## src/rtl/line_buf_win_ctrl.sv

```systemverilog
// rtl/line_buf_win_ctrl.sv - frame/line sequencer for the 1-bit two-line shift RAM of the Sobel path
//
// Tracks frame position from the per_frame_* strobes, gates clken/href into the
// two-line shift RAM, and gates the 3x3 window strobes (delayed by PIPE_LAT) so
// the matrix builder only sees pixels once two full lines are buffered.
//
// Optional feature macro: BORDER_MASK_EN
//   defined   - matrix_frame_clken is also suppressed for column 0 and column
//               IMG_H_DISP-1 of every line, so no edge bits appear on the side borders.
//   undefined - border columns pass through unchanged.
//
// Ports
//   clock               in   1       system clock
//   reset               in   1       synchronous, active-high
//   per_frame_vsync     in   1       frame sync; rising edge starts a new frame
//   per_frame_href      in   1       line active
//   per_frame_clken     in   1       pixel valid
//   ram_href            out  1       href to the line RAM (FILL/RUN only)
//   ram_clken           out  1       clken to the line RAM (FILL/RUN, column in range)
//   matrix_frame_vsync  out  1       per_frame_vsync delayed PIPE_LAT
//   matrix_frame_href   out  1       href delayed PIPE_LAT, gated by window validity
//   matrix_frame_clken  out  1       clken delayed PIPE_LAT, gated by window validity
//   col_cnt             out  ADDR_W  pixels accepted in the current line
//   row_cnt             out  10      lines completed in the current frame
//   line_len_err        out  1       sticky: a line ended with col_cnt != IMG_H_DISP
//   frame_done          out  1       one-cycle pulse when row_cnt reaches IMG_V_DISP

module line_buf_win_ctrl #(
    parameter int IMG_H_DISP = 640,
    parameter int IMG_V_DISP = 480,
    parameter int ADDR_W     = 10,
    parameter int PIPE_LAT   = 3
) (
    input  logic              clock,
    input  logic              reset,
    input  logic              per_frame_vsync,
    input  logic              per_frame_href,
    input  logic              per_frame_clken,
    output logic              ram_href,
    output logic              ram_clken,
    output logic              matrix_frame_vsync,
    output logic              matrix_frame_href,
    output logic              matrix_frame_clken,
    output logic [ADDR_W-1:0] col_cnt,
    output logic [9:0]        row_cnt,
    output logic              line_len_err,
    output logic              frame_done
);

    typedef enum logic [1:0] {
        ST_IDLE = 2'd0,
        ST_FILL = 2'd1,
        ST_RUN  = 2'd2,
        ST_DONE = 2'd3
    } state_t;

    localparam logic [ADDR_W:0]   H_LEN   = IMG_H_DISP[ADDR_W:0];
    localparam logic [9:0]        V_LEN   = IMG_V_DISP[9:0];
    localparam logic [ADDR_W-1:0] COL_MAX = '1;
`ifdef BORDER_MASK_EN
    localparam int                H_LAST_I = IMG_H_DISP - 1;
    localparam logic [ADDR_W:0]   H_LAST   = H_LAST_I[ADDR_W:0];
`endif

    state_t              state_q, state_d;
    logic                vsync_q, vsync_d;
    logic                href_q, href_d;
    logic [ADDR_W-1:0]   col_cnt_q, col_cnt_d;
    logic [9:0]          row_cnt_q, row_cnt_d;
    logic                err_q, err_d;
    logic                done_q, done_d;
    logic [PIPE_LAT-1:0] vs_sr_q, vs_sr_d;
    logic [PIPE_LAT-1:0] hr_sr_q, hr_sr_d;
    logic [PIPE_LAT-1:0] ck_sr_q, ck_sr_d;

    logic       vsync_rise;
    logic       href_fall;
    logic       active;
    logic       line_active;
    logic       win_valid;
    logic       col_in_range;
    logic       ck_in;
    logic [9:0] row_next;

    // Edge detects against the previous-cycle copies of the strobes.
    assign vsync_rise   = per_frame_vsync & ~vsync_q;
    assign href_fall    = href_q & ~per_frame_href;
    assign active       = (state_q == ST_FILL) || (state_q == ST_RUN);
    assign row_next     = row_cnt_q + 10'd1;
    assign col_in_range = ({1'b0, col_cnt_q} < H_LEN);

    // ---------------- FSM: state register ----------------
    always_ff @(posedge clock) begin
        if (reset) begin
            state_q <= ST_IDLE;
        end else begin
            state_q <= state_d;
        end
    end

    // ---------------- FSM: next-state ----------------
    always_comb begin
        state_d = state_q;
        if (vsync_rise) begin
            // A new frame always restarts the fill, whatever was in progress.
            state_d = ST_FILL;
        end else begin
            case (state_q)
                ST_FILL, ST_RUN: begin
                    if (href_fall) begin
                        if (row_next == V_LEN) begin
                            state_d = ST_DONE;
                        end else if (row_next >= 10'd2) begin
                            state_d = ST_RUN;
                        end
                    end
                end
                default: state_d = state_q;
            endcase
        end
    end

    // ---------------- FSM: outputs ----------------
    always_comb begin
        line_active = active & ~vsync_rise;
        win_valid   = (state_q == ST_RUN) & ~vsync_rise;
        ram_href    = per_frame_href & line_active;
        // Pixels past the expected width never reach the RAM, so its address cannot wrap.
        ram_clken   = per_frame_clken & line_active & col_in_range;
    end

    // ---------------- Counters and status ----------------
    always_comb begin
        vsync_d   = per_frame_vsync;
        href_d    = per_frame_href;
        col_cnt_d = col_cnt_q;
        row_cnt_d = row_cnt_q;
        err_d     = err_q;
        done_d    = 1'b0;
        if (vsync_rise) begin
            col_cnt_d = '0;
            row_cnt_d = '0;
            err_d     = 1'b0;
        end else if (active) begin
            if (href_fall) begin
                col_cnt_d = '0;
                row_cnt_d = row_next;
                if ({1'b0, col_cnt_q} != H_LEN) begin
                    err_d = 1'b1;
                end
                if (row_next == V_LEN) begin
                    done_d = 1'b1;
                end
            end else if (per_frame_href && per_frame_clken && (col_cnt_q != COL_MAX)) begin
                col_cnt_d = col_cnt_q + ADDR_W'(1);
            end
        end
    end

    // ---------------- Matrix strobe delay lines ----------------
    always_comb begin
`ifdef BORDER_MASK_EN
        ck_in = per_frame_clken & win_valid &
                (col_cnt_q != '0) & ({1'b0, col_cnt_q} != H_LAST);
`else
        ck_in = per_frame_clken & win_valid;
`endif
        // Gate is applied on entry so it travels with the pixel it belongs to.
        vs_sr_d    = vs_sr_q;
        hr_sr_d    = hr_sr_q;
        ck_sr_d    = ck_sr_q;
        vs_sr_d[0] = per_frame_vsync;
        hr_sr_d[0] = per_frame_href & win_valid;
        ck_sr_d[0] = ck_in;
        for (int i = 1; i < PIPE_LAT; i++) begin
            vs_sr_d[i] = vs_sr_q[i-1];
            hr_sr_d[i] = hr_sr_q[i-1];
            ck_sr_d[i] = ck_sr_q[i-1];
        end
    end

    always_ff @(posedge clock) begin
        if (reset) begin
            // Treat vsync as already high so a level held across reset is not
            // mistaken for a fresh frame start.
            vsync_q   <= 1'b1;
            href_q    <= 1'b0;
            col_cnt_q <= '0;
            row_cnt_q <= '0;
            err_q     <= 1'b0;
            done_q    <= 1'b0;
            vs_sr_q   <= '0;
            hr_sr_q   <= '0;
            ck_sr_q   <= '0;
        end else begin
            vsync_q   <= vsync_d;
            href_q    <= href_d;
            col_cnt_q <= col_cnt_d;
            row_cnt_q <= row_cnt_d;
            err_q     <= err_d;
            done_q    <= done_d;
            vs_sr_q   <= vs_sr_d;
            hr_sr_q   <= hr_sr_d;
            ck_sr_q   <= ck_sr_d;
        end
    end

    assign matrix_frame_vsync = vs_sr_q[PIPE_LAT-1];
    assign matrix_frame_href  = hr_sr_q[PIPE_LAT-1];
    assign matrix_frame_clken = ck_sr_q[PIPE_LAT-1];
    assign col_cnt            = col_cnt_q;
    assign row_cnt            = row_cnt_q;
    assign line_len_err       = err_q;
    assign frame_done         = done_q;

endmodule

```

## config.mk

```make
export PLATFORM = sky130hd
export DESIGN_NAME = line_buf_win_ctrl
export DESIGN_NICKNAME = d
export VERILOG_FILES = /design/src/rtl/line_buf_win_ctrl.sv
export SDC_FILE = /design/constraint.sdc
export NUM_CORES = 1
export LEC_CHECK = 0
export ABC_CLOCK_PERIOD_IN_PS = 3100
export CORE_MARGIN = 8
export CORE_UTILIZATION = 54
export DETAILED_ROUTE_END_ITERATION = 8
export PLACE_DENSITY = 0.79
export SLEW_MARGIN = 20
export SYNTH_ARGS = -nofsm -noshare
export SYNTH_HDL_FRONTEND = slang
export SYNTH_SLANG_ARGS = --single-unit
```

## constraint.sdc

```tcl
create_clock -name clock -period 3.1 [get_ports clock]
set_input_delay 0.465 -clock clock [delete_from_list [all_inputs] [get_ports clock]]
set_output_delay 0.465 -clock clock [all_outputs]
set_load 0.01 [all_outputs]
```

==> run_results.csv, run 1 <==
group,metric,value,unit
sta,maxSlewHeadroom,70.9,%
global_route,grt_max_degree,15,
clocking,cts-root-buf,"clkbuf_4",
critical_path,required,2.63,ns
synthesis,synth.net_count,191,
critical_path,critical_path_arrival,1.97,ns
global_route,track_usage,14.9,%
clocking,htreeDepth,2,
sta,setup_viol,0,
placed_design,placed_area,1950,µm²
critical_path,crit_type,"reg -> out",
clocking,holdBufCountCts,0,
route,drc,0,
placed_design,place_ws,0.704,ns
flow_run,drv_cap,0,
synthesis,avgSynthCellArea,9.03,µm²
clocking,post_cts_resized,0,
placed_design,dp_cells,238,
route,wl_per_cell,14.4,µm
finish,antenna_cells,0,
critical_path,startpoint_type,"register",
sta,slew_viol_final,0,
power,power.switching,174,µW
route,via_count,1337,
sta,finalHoldViolCount,0,
power,pwr-share-clk,32.5,%
global_route,grt_first_pass_wirelength,6020,µm
sta,fin_crit,2.43,ns
clocking,cts_setup_buffers,0,
sta,final.setup_skew,0.00904,ns
power,switching_share,23.9,%
finish,final_util,68.0,%
route,drt_pre_antenna_iters,4,
route,route.met2.wl,1770,µm
sta,worst_pin_slew,0.436,ns
clocking,clock_sinks,35,
global_route,grt_pass1_vias,1332,
die,die_h,71.0,µm
die,io_pins,32,
synthesis,synthCells,181,
finish,multi_input_area,880,µm²
sta,layout_setup_ws,0.666,ns
finish,fillCellCount,275,
power,p_leak,0.723,nW
die,fp.coreArea,2950,µm²
global_route,antenna_found_initial,0,
run_status,status,"finished, final reports clean",
critical_path,worst-path-buf-inv,2,
power,pwr-share-seq,62.6,%
placed_design,hpwlAfterDp,2560,µm
critical_path,crit_chain,"inv_1, ha_1, nor4bb_1, clkdlybuf4s50_1",
critical_path,crit_path_max_fanout,5,
route,top_layer_used,"met4",
synthesis,synth_seq_area_share,42.9,%
sta,rsz0062_at_grt,"no",
finish,fin_cells,246,
power,ir_worst_vdd,0.225,mV
finish,syn2layout_area_growth,22.8,%
placed_design,place.gp.congestion,0.867,
placed_design,port_buffers,31,
route,wirelength,3540,µm
global_route,gr-total-overflow,0,
critical_path,end_kind,"output pin",
clocking,clkTransAtPathRegs,0.10,ns
critical_path,cpPeakStageDelay,0.58,ns
finish,nets,222,
synthesis,netlist_area,1630,µm²
critical_path,slowest_stage,"clkdlybuf4s50_1",
route,ant_nets,0,
power,combPwrFrac,4.9,%
sta,fmax,0.411,GHz
synthesis,synth_cell_type_count,37,
clocking,cts_tree,"done",
sta,fin_crit_sh,78.5,%
die,rows,20,
critical_path,cpLargestDelayFamily,"buffers and inverters",
finish,fin_area,2010,µm²
clocking,cts.path.max_buffers,2,
finish,drive_gt1_share,8.45,%
route,first_iter_violations,80,
synthesis,yosysWarnings,0,
route,viasPerCell,5.43,
finish,regArea,701,µm²
die,start_util,55.3,%
sta,tns,0,ns
route,wl_met1,1480,µm
clocking,cts_buffers,5,
power,p_per_area,363,nW/µm²
route,met3_length,211,µm
power,p_int,554,µW
worst_hold_path,hp-class,"reg -> reg",
clocking,clk_latency,0.34,ns
die,fp.dieArea,5040,µm²
critical_path,reg2reg_slack,1.25,ns
die,die_w,71.0,µm
synthesis,synth-seq-cells,35,
-- flip-flops by register name, indices dropped and copies added, names as in the netlist --
register,flops
col_cnt,10
row_cnt,10
ck_sr_q,3
hr_sr_q,3
vs_sr_q,3
state_q,2
frame_done,1
href_q,1
line_len_err,1
vsync_q,1
-- final cells by class --
| cell class | count | share of cell area, % |
|---|---|---|
| flip-flops and latches | 35 | 34.9 |
| well taps | 33 | 2.06 |
| multi-input cells | 133 | 43.8 |
| clock inverters | 3 | 0.748 |
| clock buffers | 5 | 1.87 |
| inverters | 6 | 1.12 |
| repair buffers | 31 | 15.5 |
-- logic make-up (layout without fill, tap and decap cells) --
kind of cell    after synthesis  in the layout  share of synthesized area, %
simple gates                 90             90                          31.3
flops                        35             35                          42.9
xor+xnor                     22             22                          11.8
compound gates               16             16                          6.89
buf+inv                      13             45                          3.29
fa+ha+maj                     5              5                          3.83
-- layer usage --
| metal | GRT usage, % | vias up |
|---|---|---|
| met5 | 0 | - |
| met4 | 7.39 | 0 |
| met3 | 7.34 | 9 |
| met2 | 24.4 | 32 |
| met1 | 15.5 | 621 |
| li1 | - | 675 |
-- worst paths after layout --
check,startpoint,cells past startpoint,to
max,state_q[0]$_SDFFE_PP0P_,4,ram_clken
max reg2reg,state_q[0]$_SDFFE_PP0P_,7,state_q[0]$_SDFFE_PP0P_
min reg2reg,hr_sr_q[0]$_SDFF_PP0_,1,hr_sr_q[1]$_SDFF_PP0_
min,hr_sr_q[0]$_SDFF_PP0_,1,hr_sr_q[1]$_SDFF_PP0_
-- cell usage in the layout (no fill, tap or decap), drive strengths merged, types with 6 or more instances in the layout --
master,instances
clkdlybuf4s50,31
nand4,6
xnor2,9
nand3,9
dfxtp,35
nor2b,9
nor3,7
inv,6
xor2,13
nand2,11
nor2,26
-- power groups by stage --
stage | Combinational, mW | Clock [mW] | Sequential [mW]
final | 0.0353 | 0.237 | 0.456
after global routing | 0.0389 | 0.270 | 0.457
after CTS | 0.0358 | 0.246 | 0.457
after detailed placement | 0.0353 | 0 | 0.467
after global placement | 0.0347 | 0 | 0.467
after floorplan | 0.0202 | 0 | 0.467
-- synth_stat cells, drive strengths merged --
cell	instances	area, µm²
a31oi	2	12.5
dfxtp	35	701
o22ai	1	6.26
nor4bb	1	10.0
nor4b	1	8.76
nand2	11	41.3
nand2b	4	32.5
and4	2	22.5
nand3	9	45.0
nor3	7	45.0
o21a	2	15.0
nor2b	9	56.3
a211oi	3	35.0
o21ai	2	10.0
nand3b	2	15.0
ha	5	62.6
nor4	2	12.5
xnor2	9	78.8
inv	6	22.5
nand4	6	52.6
clkbuf	4	16.3
a21oi	5	25.0
xor2	13	114
nor3b	2	15.0
nor2	26	105
buf	3	15.0
or2	3	18.8
and3	4	25.0
a211o	1	8.76
or3	1	6.26
-- stage by stage --
stage          hold slack (ns)  power (mW)
2_1_floorplan            0.414       0.487
3_3_place_gp             0.423       0.501
3_5_place_dp             0.436       0.502
4_1_cts                  0.461       0.739
5_1_grt                  0.472       0.766
6_report                 0.454       0.729
(Power assumes the default switching activity.)
==> run 2, diff against run 1 <==
--- a/config.mk
+++ b/config.mk
@@ -5,11 +5,11 @@
 export SDC_FILE = /design/constraint.sdc
 export NUM_CORES = 1
 export LEC_CHECK = 0
-export ABC_CLOCK_PERIOD_IN_PS = 3100
+export ABC_CLOCK_PERIOD_IN_PS = 2200
 export CORE_MARGIN = 8
-export CORE_UTILIZATION = 54
+export CORE_UTILIZATION = 46
 export DETAILED_ROUTE_END_ITERATION = 8
-export PLACE_DENSITY = 0.79
+export PLACE_DENSITY = 0.71
 export SLEW_MARGIN = 20
 export SYNTH_ARGS = -nofsm -noshare
 export SYNTH_HDL_FRONTEND = slang
==> constraint.sdc (replaced) <==
create_clock -name clock -period 2.2 [get_ports clock]
set_input_delay 0.33 -clock clock [delete_from_list [all_inputs] [get_ports clock]]
set_output_delay 0.33 -clock clock [all_outputs]
set_load 0.01 [all_outputs]
==> run 2 against run 1 <==
Non-clock buffer count rose by 3. Flip-flop and latch count is the same. Sequential power grew 41%. Critical path depth did not move. Clock-buffer cell count did not move. First-iteration DRC count fell by 15%. Setup slack worse by 0.51 ns. Critical path type unchanged. Critical endpoint is now ram_href. Highest routed layer unchanged.
==> run_results.csv, run 2 (synthesized netlist as in run 1, its figures left out) <==
group,metric,value,unit
die,start_util,48.6,%
sta,slew_viol_final,0,
finish,drive_gt1_share,10.2,%
critical_path,rr_startpoint,"state_q[0]$_SDFFE_PP0P_",
critical_path,crit_type,"reg -> out",
global_route,antenna_found_initial,0,
route,viasPerCell,5.01,
global_route,grt_max_degree,13,
clocking,cts_tree,"done",
sta,finalHoldViolCount,0,
sta,tns,0,ns
worst_hold_path,min_to,"ck_sr_q[1]$_SDFF_PP0_",
global_route,grt_first_pass_wirelength,5890,µm
sta,rsz0062_at_grt,"no",
finish,nets,225,
clocking,cts.path.max_buffers,2,
clocking,cts_buffers,5,
critical_path,crit_path_max_fanout,5,
critical_path,reg2reg_slack,0.40,ns
clocking,clk_latency,0.35,ns
placed_design,placed_area,1990,µm²
critical_path,required,1.87,ns
sta,final.setup_skew,0.00758,ns
route,via_count,1313,
route,ant_nets,0,
critical_path,reg2reg_to,"state_q[0]$_SDFFE_PP0P_",
finish,final_util,61.0,%
clocking,clkTransAtPathRegs,0.11,ns
sta,fin_crit_sh,93.1,%
die,fp.dieArea,5720,µm²
die,rows,21,
power,p_leak,0.733,nW
global_route,grt_pass1_vias,1291,
worst_hold_path,min_from,"ck_sr_q[0]$_SDFF_PP0_",
power,p_per_area,511,nW/µm²
placed_design,place.gp.congestion,0.805,
finish,layout_commonest_cell,"dfxtp_1",
global_route,gr-total-overflow,0,
route,drc,0,
sta,maxSlewHeadroom,73.7,%
critical_path,reg2reg_depth,7,
die,fp.coreArea,3360,µm²
critical_path,end_kind,"output pin",
flow_run,drv_cap,0,
route,wl_per_cell,13.0,µm
worst_hold_path,min_path_cells,1,
die,die_h,75.6,µm
clocking,cts-root-buf,"clkbuf_4",
power,ir_worst_vdd,0.277,mV
sta,fmax,0.488,GHz
sta,setup_viol,0,
route,first_iter_violations,68,
die,die_w,75.6,µm
clocking,htreeDepth,2,
finish,antenna_cells,0,
finish,mostFrequentLayoutCells,"dfxtp_1, clkdlybuf4s50_1, nor2_1",
sta,worst_pin_slew,0.393,ns
route,drt_pre_antenna_iters,4,
worst_hold_path,hp-class,"reg -> reg",
clocking,holdBufCountCts,0,
run_status,status,"finished, final reports clean",
finish,syn2layout_area_growth,25.6,%
critical_path,critical_path_arrival,1.72,ns
route,wirelength,3410,µm
finish,fin_area,2050,µm²
critical_path,startpoint_type,"register",
clocking,clock_sinks,35,
sta,fin_crit,2.05,ns
die,io_pins,32,
placed_design,port_buffers,31,
global_route,track_usage,13.5,%
placed_design,hpwlAfterDp,2510,µm
==> run 2: worst max-delay path: stages (launching register included) <==
cell,delay [ns]
dfxtp_1,0.36
inv_1,0.05
ha_2,0.32
nor2_1,0.11
clkdlybuf4s50_1,0.54
==> run 2: final cells by class <==
class	count	area (µm²)
fillers	331	1310
multi-input cells	133	882
flip-flops and latches	35	701
repair buffers	34	332
well taps	46	57.6
clock buffers	5	37.5
inverters	6	22.5
clock inverters	3	20.0
==> run 2: where the power goes <==
group | leakage (nW) | switching, mW | internal, mW
logic | 0.423 | 0.0285 | 0.0258
registers | 0.283 | 0.00339 | 0.640
clock network | 0.0272 | 0.229 | 0.122
==> run 2: how the worst max path moves through the flow <==
stage / from / endpoint / slack [ns] / cells past startpoint
2_1_floorplan: state_q[0]$_SDFFE_PP0P_ / col_cnt[9]$_SDFFE_PP0P_ / 0.51 / 7
3_3_place_gp: per_frame_vsync / ram_clken / 0.14 / 4
3_5_place_dp: per_frame_vsync / ram_clken / 0.11 / 4
4_1_cts: state_q[0]$_SDFFE_PP0P_ / ram_href / 0.08 / 4
5_1_grt: state_q[0]$_SDFFE_PP0P_ / ram_href / 0.03 / 4
6_report: state_q[0]$_SDFFE_PP0P_ / ram_href / 0.15 / 4
==> run 2: stage by stage <==
step	instances	hold WS, ns	power [mW]	worst slack (ns)
3_3_place_gp	254	0.422	0.711	0.140
6_report	262	0.454	1.05	0.153
3_5_place_dp	254	0.437	0.712	0.111
4_1_cts	262	0.459	1.06	0.0843
2_1_floorplan	181	0.402	0.686	0.514
5_1_grt	262	0.467	1.09	0.0260
==> run 2: timing repair <==
| item | 4_1_cts | 5_1_grt |
|---|---|---|
| resized for setup | 1 | 1 |
| setup buffers | 0 | 0 |
| endpoints found under the setup margin | 1 | 1 |
==> run 2: per-layer routing <==
metal | vias up | global-route usage [%] | wire length, µm
li1 | 678 | - | -
met1 | 604 | 15.3 | 1570
met2 | 25 | 22.0 | 1550
met3 | 6 | 5.53 | 238
met4 | 0 | 5.12 | 54
met5 | - | 0 | 0
==> run 3, diff against run 2 <==
--- a/config.mk
+++ b/config.mk
@@ -8,6 +8,7 @@
 export ABC_CLOCK_PERIOD_IN_PS = 2200
 export CORE_MARGIN = 8
 export CORE_UTILIZATION = 46
+export CTS_CLUSTER_DIAMETER = 120
 export DETAILED_ROUTE_END_ITERATION = 8
 export PLACE_DENSITY = 0.71
 export SLEW_MARGIN = 20
==> results of run 3 <==
No change in the layout: final DEF, timing and power equal those of run 2.
